===== src/rtl/fetch_unit.sv =====
// Instruction-fetch front end: PC generation, pipelined icache reads and a BUF_DEPTH-entry
// decode FIFO. Define FETCH_PERF_CNT_EN to add the fetch/flush performance counters.
module fetch_unit #(
    parameter int          XLEN      = 32,
    parameter logic [31:0] PC_RESET  = 32'h0000_2000,
    parameter int          BUF_DEPTH = 2
) (
    input  logic            i_clk,
    input  logic            i_reset,
    input  logic            i_stall,
    input  logic            i_redirect_valid,
    input  logic [XLEN-1:0] i_redirect_pc,
    output logic [XLEN-1:0] o_icache_addr,
    output logic            o_icache_re,
    input  logic [31:0]     i_icache_dout,
    output logic            o_instr_valid,
    input  logic            i_instr_ready,
    output logic [31:0]     o_instr,
    output logic [XLEN-1:0] o_instr_pc
`ifdef FETCH_PERF_CNT_EN
    ,
    output logic [31:0]     o_perf_fetch_cnt,
    output logic [31:0]     o_perf_flush_cnt
`else
    // counters not built
`endif
);

    localparam int PW = $clog2(BUF_DEPTH);
    localparam int CW = $clog2(BUF_DEPTH + 1);
    localparam int OW = CW + 1;
    localparam logic [XLEN-1:0] PC_INIT = XLEN'(PC_RESET);

    logic [XLEN-1:0] r_pc;
    logic            r_pend;
    logic [XLEN-1:0] r_pend_pc;
    logic [CW-1:0]   r_count;
    logic [PW-1:0]   r_rd_ptr;
    logic [PW-1:0]   r_wr_ptr;
    logic [XLEN-1:0] r_fifo_pc    [BUF_DEPTH];
    logic [31:0]     r_fifo_instr [BUF_DEPTH];

    logic            w_redirect;
    logic            w_deq;
    logic            w_pop;
    logic            w_push;
    logic            w_issue;
    logic [OW-1:0]   w_occ;
    logic [XLEN-1:0] w_target;

    // Valid/ready: the head entry transfers to decode in any unstalled cycle where
    // o_instr_valid and i_instr_ready are both high; o_instr/o_instr_pc are stable while
    // o_instr_valid is high and no transfer occurs.
    assign o_instr_valid = (r_count != '0);
    assign o_instr       = r_fifo_instr[r_rd_ptr];
    assign o_instr_pc    = r_fifo_pc[r_rd_ptr];

    assign w_redirect = i_redirect_valid & ~i_stall;
    assign w_deq      = o_instr_valid & i_instr_ready & ~i_stall;
    assign w_pop      = w_deq & ~w_redirect;
    assign w_push     = r_pend & ~i_stall & ~w_redirect;
    assign w_target   = i_redirect_pc & ~XLEN'(3);

    // Occupancy after this cycle's pop, counting the in-flight response as a reserved slot.
    assign w_occ   = OW'(r_count) + OW'(r_pend) - OW'(w_deq);
    assign w_issue = ~i_reset & ~i_stall & (i_redirect_valid | (w_occ < OW'(BUF_DEPTH)));

    // A stalled redirect must not move the address; it is re-presented once stall drops.
    assign o_icache_addr = w_redirect ? w_target : r_pc;
    assign o_icache_re   = w_issue;

    always_ff @(posedge i_clk) begin
        if (i_reset) begin
            r_pc     <= PC_INIT;
            r_pend   <= 1'b0;
            r_count  <= '0;
            r_rd_ptr <= '0;
            r_wr_ptr <= '0;
        end else if (!i_stall) begin
            if (w_issue) begin
                r_pend    <= 1'b1;
                r_pend_pc <= o_icache_addr;
                r_pc      <= o_icache_addr + XLEN'(4);
            end else begin
                r_pend <= 1'b0;
            end
            if (w_redirect) begin
                r_count  <= '0;
                r_rd_ptr <= '0;
                r_wr_ptr <= '0;
            end else begin
                if (w_push) r_wr_ptr <= r_wr_ptr + PW'(1);
                if (w_pop)  r_rd_ptr <= r_rd_ptr + PW'(1);
                r_count <= r_count + CW'(w_push) - CW'(w_pop);
            end
        end
    end

    always_ff @(posedge i_clk) begin
        if (w_push && !i_reset) begin
            r_fifo_pc[r_wr_ptr]    <= r_pend_pc;
            r_fifo_instr[r_wr_ptr] <= i_icache_dout;
        end
    end

`ifdef FETCH_PERF_CNT_EN
    logic [31:0] r_perf_fetch_cnt;
    logic [31:0] r_perf_flush_cnt;

    always_ff @(posedge i_clk) begin
        if (i_reset) begin
            r_perf_fetch_cnt <= '0;
            r_perf_flush_cnt <= '0;
        end else if (!i_stall) begin
            if (w_pop) r_perf_fetch_cnt <= r_perf_fetch_cnt + 32'd1;
            // Discarded work is every buffered entry plus the response still in flight.
            if (w_redirect) r_perf_flush_cnt <= r_perf_flush_cnt + 32'(r_count) + 32'(r_pend);
        end
    end

    assign o_perf_fetch_cnt = r_perf_fetch_cnt;
    assign o_perf_flush_cnt = r_perf_flush_cnt;
`else
    // no performance counters in this build
`endif

endmodule


===== config.mk =====
export PLATFORM = sky130hd
export DESIGN_NAME = fetch_unit
export DESIGN_NICKNAME = d
export VERILOG_FILES = /design/src/rtl/fetch_unit.sv
export SDC_FILE = /design/constraint.sdc
export NUM_CORES = 1
export LEC_CHECK = 0
export CAP_MARGIN = 20
export CORE_MARGIN = 2
export CORE_UTILIZATION = 35
export DETAILED_ROUTE_END_ITERATION = 16
export PLACE_DENSITY = 0.64
export RECOVER_POWER = 25
export SYNTH_ARGS = -nofsm -noshare
export SYNTH_HDL_FRONTEND = slang
export SYNTH_SLANG_ARGS = --single-unit

===== constraint.sdc =====
create_clock -name i_clk -period 7.84 [get_ports i_clk]
set_input_delay 1.568 -clock i_clk [delete_from_list [all_inputs] [get_ports i_clk]]
set_output_delay 1.568 -clock i_clk [all_outputs]
set_load 0.02 [all_outputs]

==> metrics.csv <==
stage,metric,value,unit
routing,dr.first_iter.drc_count,347,
synth,yosysWarnings,0,
layout,final_cells,1145,
sta,setup_tns,0,ps
synth,ys_seq_elements,198,
floorplanning,rows,57,
routing,vias_per_cell,4.91,
min_path,hold_depth,0,
worst_setup_path,r2r_slack,4140,ps
floorplanning,die_w,160,µm
clock_tree,post_cts_buffers,0,
clock_tree,clkLatencyLatePin,430,ps
global_routing,grt_start_max_net_pins,65,
worst_setup_path,worst_r2r_startpoint,r_count[1]$_SDFFE_PP0N_,
floorplanning,coreArea,24100,µm²
sta,rsz0062_at_grt,no,
sta,hold_viol,0,
worst_setup_path,r2r-end,r_pc[17]$_SDFFE_PP0P_,
global_routing,grt_pass1_wl,30200,µm
clock_tree,cts_tree,done,
min_path,hold_path_startpoint,r_pend_pc[1]$_DFFE_PP_,
sta,clock.fmax,0.155,GHz
min_path,min_path_type,reg2reg,
status,status,"complete, no violations",
sta,period_needed,6450,ps
worst_setup_path,crit_start,i_stall,
synth,synth.avg_cell_area,13.0,µm²
worst_setup_path,arrival,4880,ps
synth,syn_nets,726,
floorplanning,start_util,0.353,
clock_tree,cts_resized,0,
synth,yosysSeqAreaShare,0.654,
floorplanning,die_h,160,µm
layout,fin_nets,882,
routing,routedWlPerCell,16.8,µm
global_routing,antenna_found_initial,0,
flow_run,drv_cap,0,
routing,firstDrtPassIters,5,
synth,synth.distinct_cells,51,
clock_tree,htree_levels,4,
global_routing,track_usage,0.153,
global_routing,overflow,0,
routing,drt_wl_total,19200,µm
synth,syn_area,8510,µm²
worst_setup_path,cp-start-kind,input port,
clock_tree,cts-root-buf,clkbuf_16,
floorplanning,dieArea,25600,µm²
routing,vias,5625,
sta,clock_skew,9.69,ps
sta,post-route-period-util,0.822,
place,numPortBuffers,164,
worst_setup_path,critical_path.max_fanout,12,
floorplanning,io_pins,167,
clock_tree,cts_made_buffers,17,
layout,antenna_cells,0,
synth,synthCells,652,
sta,setup_viol,0,
worst_setup_path,crit_type,in2out,
power,leakagePower,0.00379,µW
place,dp_cells,1113,
clock_tree,cts.path.max_buffers,2,
power,vdd_ir_drop_max,0.000115,V
global_routing,grt_pass1_vias,5574,
layout,syn_to_final_growth,30.1,%
clock_tree,clk_pin_slew,70,ps
min_path,min_to,r_fifo_pc[1][1]$_DFFE_PP_,
routing,ant_nets,0,
layout,fin_util,0.459,
worst_setup_path,crit_required,6270,ps
sta,slew_violations,0,
place,place_congestion,0.782,
routing,drc,0,
sta,worst_pin_slew,972,ps
power,p_per_area,203,nW/µm²
layout,drive_above_1_share,0.150,
clock_tree,cts_hold_buf,0,
worst_setup_path,end_kind,output port,
layout,nFillCells,2231,
clock_tree,cts_sinks,198,
worst_setup_path,reg2reg_depth,11,
place,dpl.hpwl,12300,µm
sta,relSlewSlack,0.352,
routing by layer:
layer | track usage | share of wire | vias up
met5 | 0 | 0 | -
met4 | 0.0541 | 0.018 | 0
met2 | 0.261 | 0.49 | 165
met1 | 0.193 | 0.44 | 2729
li1 | - | - | 2713
met3 | 0.0340 | 0.050 | 18
kinds of logic (layout without fill, tap and decap cells):
kind of cell    Yosys count  count (layout)  synth area share
compound gates           51              51            0.0415
xor+xnor                 11              11            0.0113
fa+ha+maj                 5               5           0.00824
buf+inv                  41             210            0.0216
flops                   198             198             0.654
mux                      88              88             0.119
simple gates            258             258             0.144
worst max path at each step:
stage          cells after the start                           end
2_1_floorplan                      3  r_fifo_instr[1][0]$_DFFE_PP_
3_3_place_gp                      11                   o_icache_re
3_5_place_dp                      11                   o_icache_re
4_1_cts                           11                   o_icache_re
5_1_grt                           11                   o_icache_re
6_report                          11                   o_icache_re
through the flow:
step	hold slack [ps]	total power, µW	instance area [µm²]	setup slack [ps]
finish	447	2250	11100	1390
detailed placement	429	1380	10500	1370
global placement	421	1370	10500	1420
CTS	448	2280	11100	1360
floorplan	421	1280	8510	570
global route	460	2330	11100	1180
worst max-delay path: stages:
cell and delay, ps:
clkdlybuf4s50_1 600, nor3b_1 500, ha_1 320, nand2b_1 150
fa_1 380, xnor2_1 140, a21oi_1 90, nor2_1 160
nand2_1 180, inv_1 120, clkdlybuf4s50_1 660
synth_stat cells, drive strengths merged:
cell | instances | area [µm²]
nand4 | 5 | 46.3
o211ai | 1 | 7.51
nand2b | 4 | 32.5
o311ai | 10 | 87.6
nor2b | 2 | 12.5
a21oi | 15 | 75.1
a211oi | 2 | 15.0
buf | 12 | 75.1
ha | 4 | 50.1
o21a | 1 | 7.51
and2b | 1 | 10.0
clkbuf | 21 | 78.8
a311o | 1 | 10.0
and4b | 1 | 10.0
nor2 | 11 | 43.8
nor4 | 7 | 50.1
or2 | 1 | 6.26
a211o | 2 | 17.5
dfxtp | 38 | 761
o21ai | 9 | 45.0
or4 | 1 | 7.51
xor2 | 2 | 17.5
o2111ai | 3 | 43.8
nand2 | 148 | 556
xnor2 | 9 | 78.8
a31oi | 7 | 43.8
mux2 | 69 | 777
edfxtp | 160 | 4800
and2 | 3 | 18.8
nand3 | 29 | 145
and3 | 14 | 87.6
nor4b | 4 | 41.3
mux2i | 19 | 235
nor3 | 16 | 80.1
inv | 8 | 30.0
or3 | 2 | 12.5
nand3b | 5 | 37.5
nor3b | 4 | 30.0
fa | 1 | 20.0
flip-flops by register name, summed over array words and instances, names as in the netlist, named ones only:
signal        count
r_pc             32
r_fifo_instr     64
r_wr_ptr          1
r_pend_pc        32
r_count           2
r_pend            1
r_fifo_pc        64
r_rd_ptr          1
where the power goes:
group	leakage (µW)	switching [µW]	internal [µW]
Sequential	0.00178	11.6	1160
Clock	0.000296	385	516
Combinational	0.00171	101	80.4
Total	0.00379	497	1750
layout make-up:
cell class              count  area (µm²)  share of cell area
well taps                 324         405              0.0366
clock buffers              19         443              0.0400
clock inverters            13         170              0.0154
flip-flops and latches    198        5570               0.503
inverters                   8        30.0             0.00271
multi-input cells         413        2770               0.250
repair buffers            170        1690               0.152
layout by cell type, fill, tap and decap left out, types with 3 or more instances in the layout:
cell             netlist  final
dlygate4sd3_1          0     25
nor4_1                 6      6
nand3_1               29     29
inv_1                  7      7
ha_1                   4      4
o21ai_0                7      7
nand2_1              148    148
clkdlybuf4s50_1        0    139
nor2_1                10     10
clkbuf_16              0     17
a31oi_1                7      7
a21oi_1               15     15
dfxtp_1               38     37
nor3_1                16     15
nand2b_1               3      3
inv_6                  0      3
nor4b_1                3      3
buf_4                  0      6
bufinv_16              0      3
mux2i_1               14     14
edfxtp_1             160    160
mux2_2                69     69
and2_1                 3      3
nand3b_1               5      5
nor3b_1                4      3
and3_1                14     14
mux2i_4                3      3
nand4_1                4      4
xnor2_1                9      9
o311ai_0              10     10
Note: power is estimated with default switching activity, not from simulation.
==> edit: new RTL, same settings <==
Set the parameter `XLEN` to 64 (it was 32).
--- a/src/rtl/fetch_unit.sv
+++ b/src/rtl/fetch_unit.sv
@@ -2,5 +2,5 @@
 // decode FIFO. Define FETCH_PERF_CNT_EN to add the fetch/flush performance counters.
 module fetch_unit #(
-    parameter int          XLEN      = 32,
+    parameter int          XLEN      = 64,
     parameter logic [31:0] PC_RESET  = 32'h0000_2000,
     parameter int          BUF_DEPTH = 2
Ports: changed (resized i_redirect_pc, o_icache_addr and o_instr_pc); port bits go from 167 to 263. No check against the original RTL was run, so the function may have changed too.
==> edit against the original RTL <==
Non-clock buffer count increased by 107. Register-to-register slack got worse by 0.22 ns. Clock skew increased by 0.0095 ns. Sequential cell count increased by 128. Combinational power increased by 83%. Worst setup slack got worse by 0.22 ns. Via count increased by 83%. Area after synthesis increased by 70%. Power increased by 78%. First-iteration DRC count increased by 110%. Wire length increased by 110%. Cell area increased by 71%. Critical endpoint unchanged. Highest routed layer is now met5.
==> edit: results (changes against the original RTL) <==
[outcome]
status=completed  ; unchanged

[final_layout]
num-multi-input-gates=777  ; was 413
antennaDiodeCount=3  ; was 0
drive_gt1_share_pct=13.65  ; was 14.98%
clk_share_pct=6.596  ; was 5.537%
clockBufferCount=43  ; was 19
largest_register_ffs=128
multi_input_area_share_pct=26.92  ; was 25.01%
inverters_excl_clock=15  ; was 8
nNetsFinal=1541  ; was 882
seq_area_share_pct=48.13  ; was 50.29%
final.fill_count=3731  ; was 2231

[cts]
cts-buffers-inserted=38  ; was 17
clock_path_buffers=3  ; was 2
htree_levels=2  ; was 4
clk-insertion-delay-late_ns=0.55  ; was 0.43 ns

[drt]
dr.pass1.iters=5  ; unchanged
top_layer=met5  ; was met4
wl_met1_um=16990  ; was 8451 µm
wl_met3_um=2759  ; was 960 µm
num_vias=10280  ; was 5625
wl_met2_um=18630  ; was 9441 µm
drt_iter0_drc=726  ; was 347
drt_wl_total_um=39400  ; was 19200 µm

[sta]
fin_skew_ns=0.01920  ; was 0.009685 ns
slew_headroom_pct=41.43  ; was 35.22%

[placed_design]
dpl_worst_slack_ns=1.169  ; was 1.373 ns
gp_congestion=0.8806  ; was 0.7823
hpwl_um=27040  ; was 12250 µm
placed_cell_area_mm2=0.01764  ; was 0.01046 mm²
place_inst=1927  ; was 1113
port_buffers=260  ; was 164

[logic_synthesis]
synth_common_cells=nand2_1 (280), edfxtp_1 (256), mux2_2 (98)  ; was edfxtp_1 (160), nand2_1 (148), mux2_2 (69)
netlist-cell-type-count=61  ; was 51
synth-compound-area-share_pct=4.529  ; was 4.147%
synthMuxAreaShare_pct=11.16  ; was 11.90%
synth.avg_cell_area_um2=12.33  ; was 13.05 µm²
synth_edf_count=256  ; was 160
synthAdderAreaFrac_pct=0.4831  ; was 0.8235%
synthXorXnorAreaFrac_pct=2.295  ; was 1.132%
synth_nets=1282  ; was 726

[critical_path]
critPathMaxStageDelay_ns=0.69  ; was 0.66 ns
crit_arrival_ns=5.10  ; was 4.88 ns

[worst_hold_path]
hp-start=r_pend_pc[33]  ; was r_pend_pc[1]

[grt]
globalRouteMet3Util_pct=4.085  ; was 3.403%
grt_use_met1_pct=23.54  ; was 19.29%
grt_use_total_pct=17.84  ; was 15.32%
grt_pass1_wl_um=59670  ; was 30150 µm
grt_max_degree=63  ; was 65
antenna_found_initial=5  ; was 0

[power]
p_total_uw=4013  ; was 2250 µW
p_comb_uw=331  ; was 181 µW
p_sw_share_pct=23.58  ; was 22.10%
ir_drop_mv=0.1351  ; was 0.1147 mV
cellLeakagePower_uw=0.006657  ; was 0.003785 µW
pwr-share-seq_pct=48.0  ; was 51.9%

[floorplan]
coreArea_mm2=0.04083  ; was 0.02411 mm²

==> edit: cell count changes in the layout (fill, tap and decap cells not counted), moves of 13 or more <==
cell	unedited run	this run
mux2_2	69	98
nor2b_1	2	15
mux2i_1	14	40
nand3b_1	5	18
clkbuf_16	17	39
clkdlybuf4s50_1	139	230
a21oi_1	15	31
xnor2_1	9	28
nor2_1	10	23
dfxtp_1	37	69
o21ai_0	7	22
nand4_1	4	26
nand2_1	148	280
edfxtp_1	160	256
==> edit: final timing paths <==
path | end | slack (ns) | depth (start not counted)
setup reg to reg | r_pend_pc[4] | 3.92 | 11
hold / removal | r_fifo_pc[0][33] | 0.44 | 0
setup / recovery | o_icache_re | 1.17 | 10
hold reg to reg | r_fifo_pc[0][33] | 0.44 | 0
==> edit: critical path: cells and delay by family <==
kind,cells,cell delay [ns]
AND/OR/NAND/NOR,3,1.10
AO/OA/AOI/OAI,1,0.11
buffers and inverters,3,1.48
adder cells (fa/ha/maj),2,0.70
XOR/XNOR,1,0.15
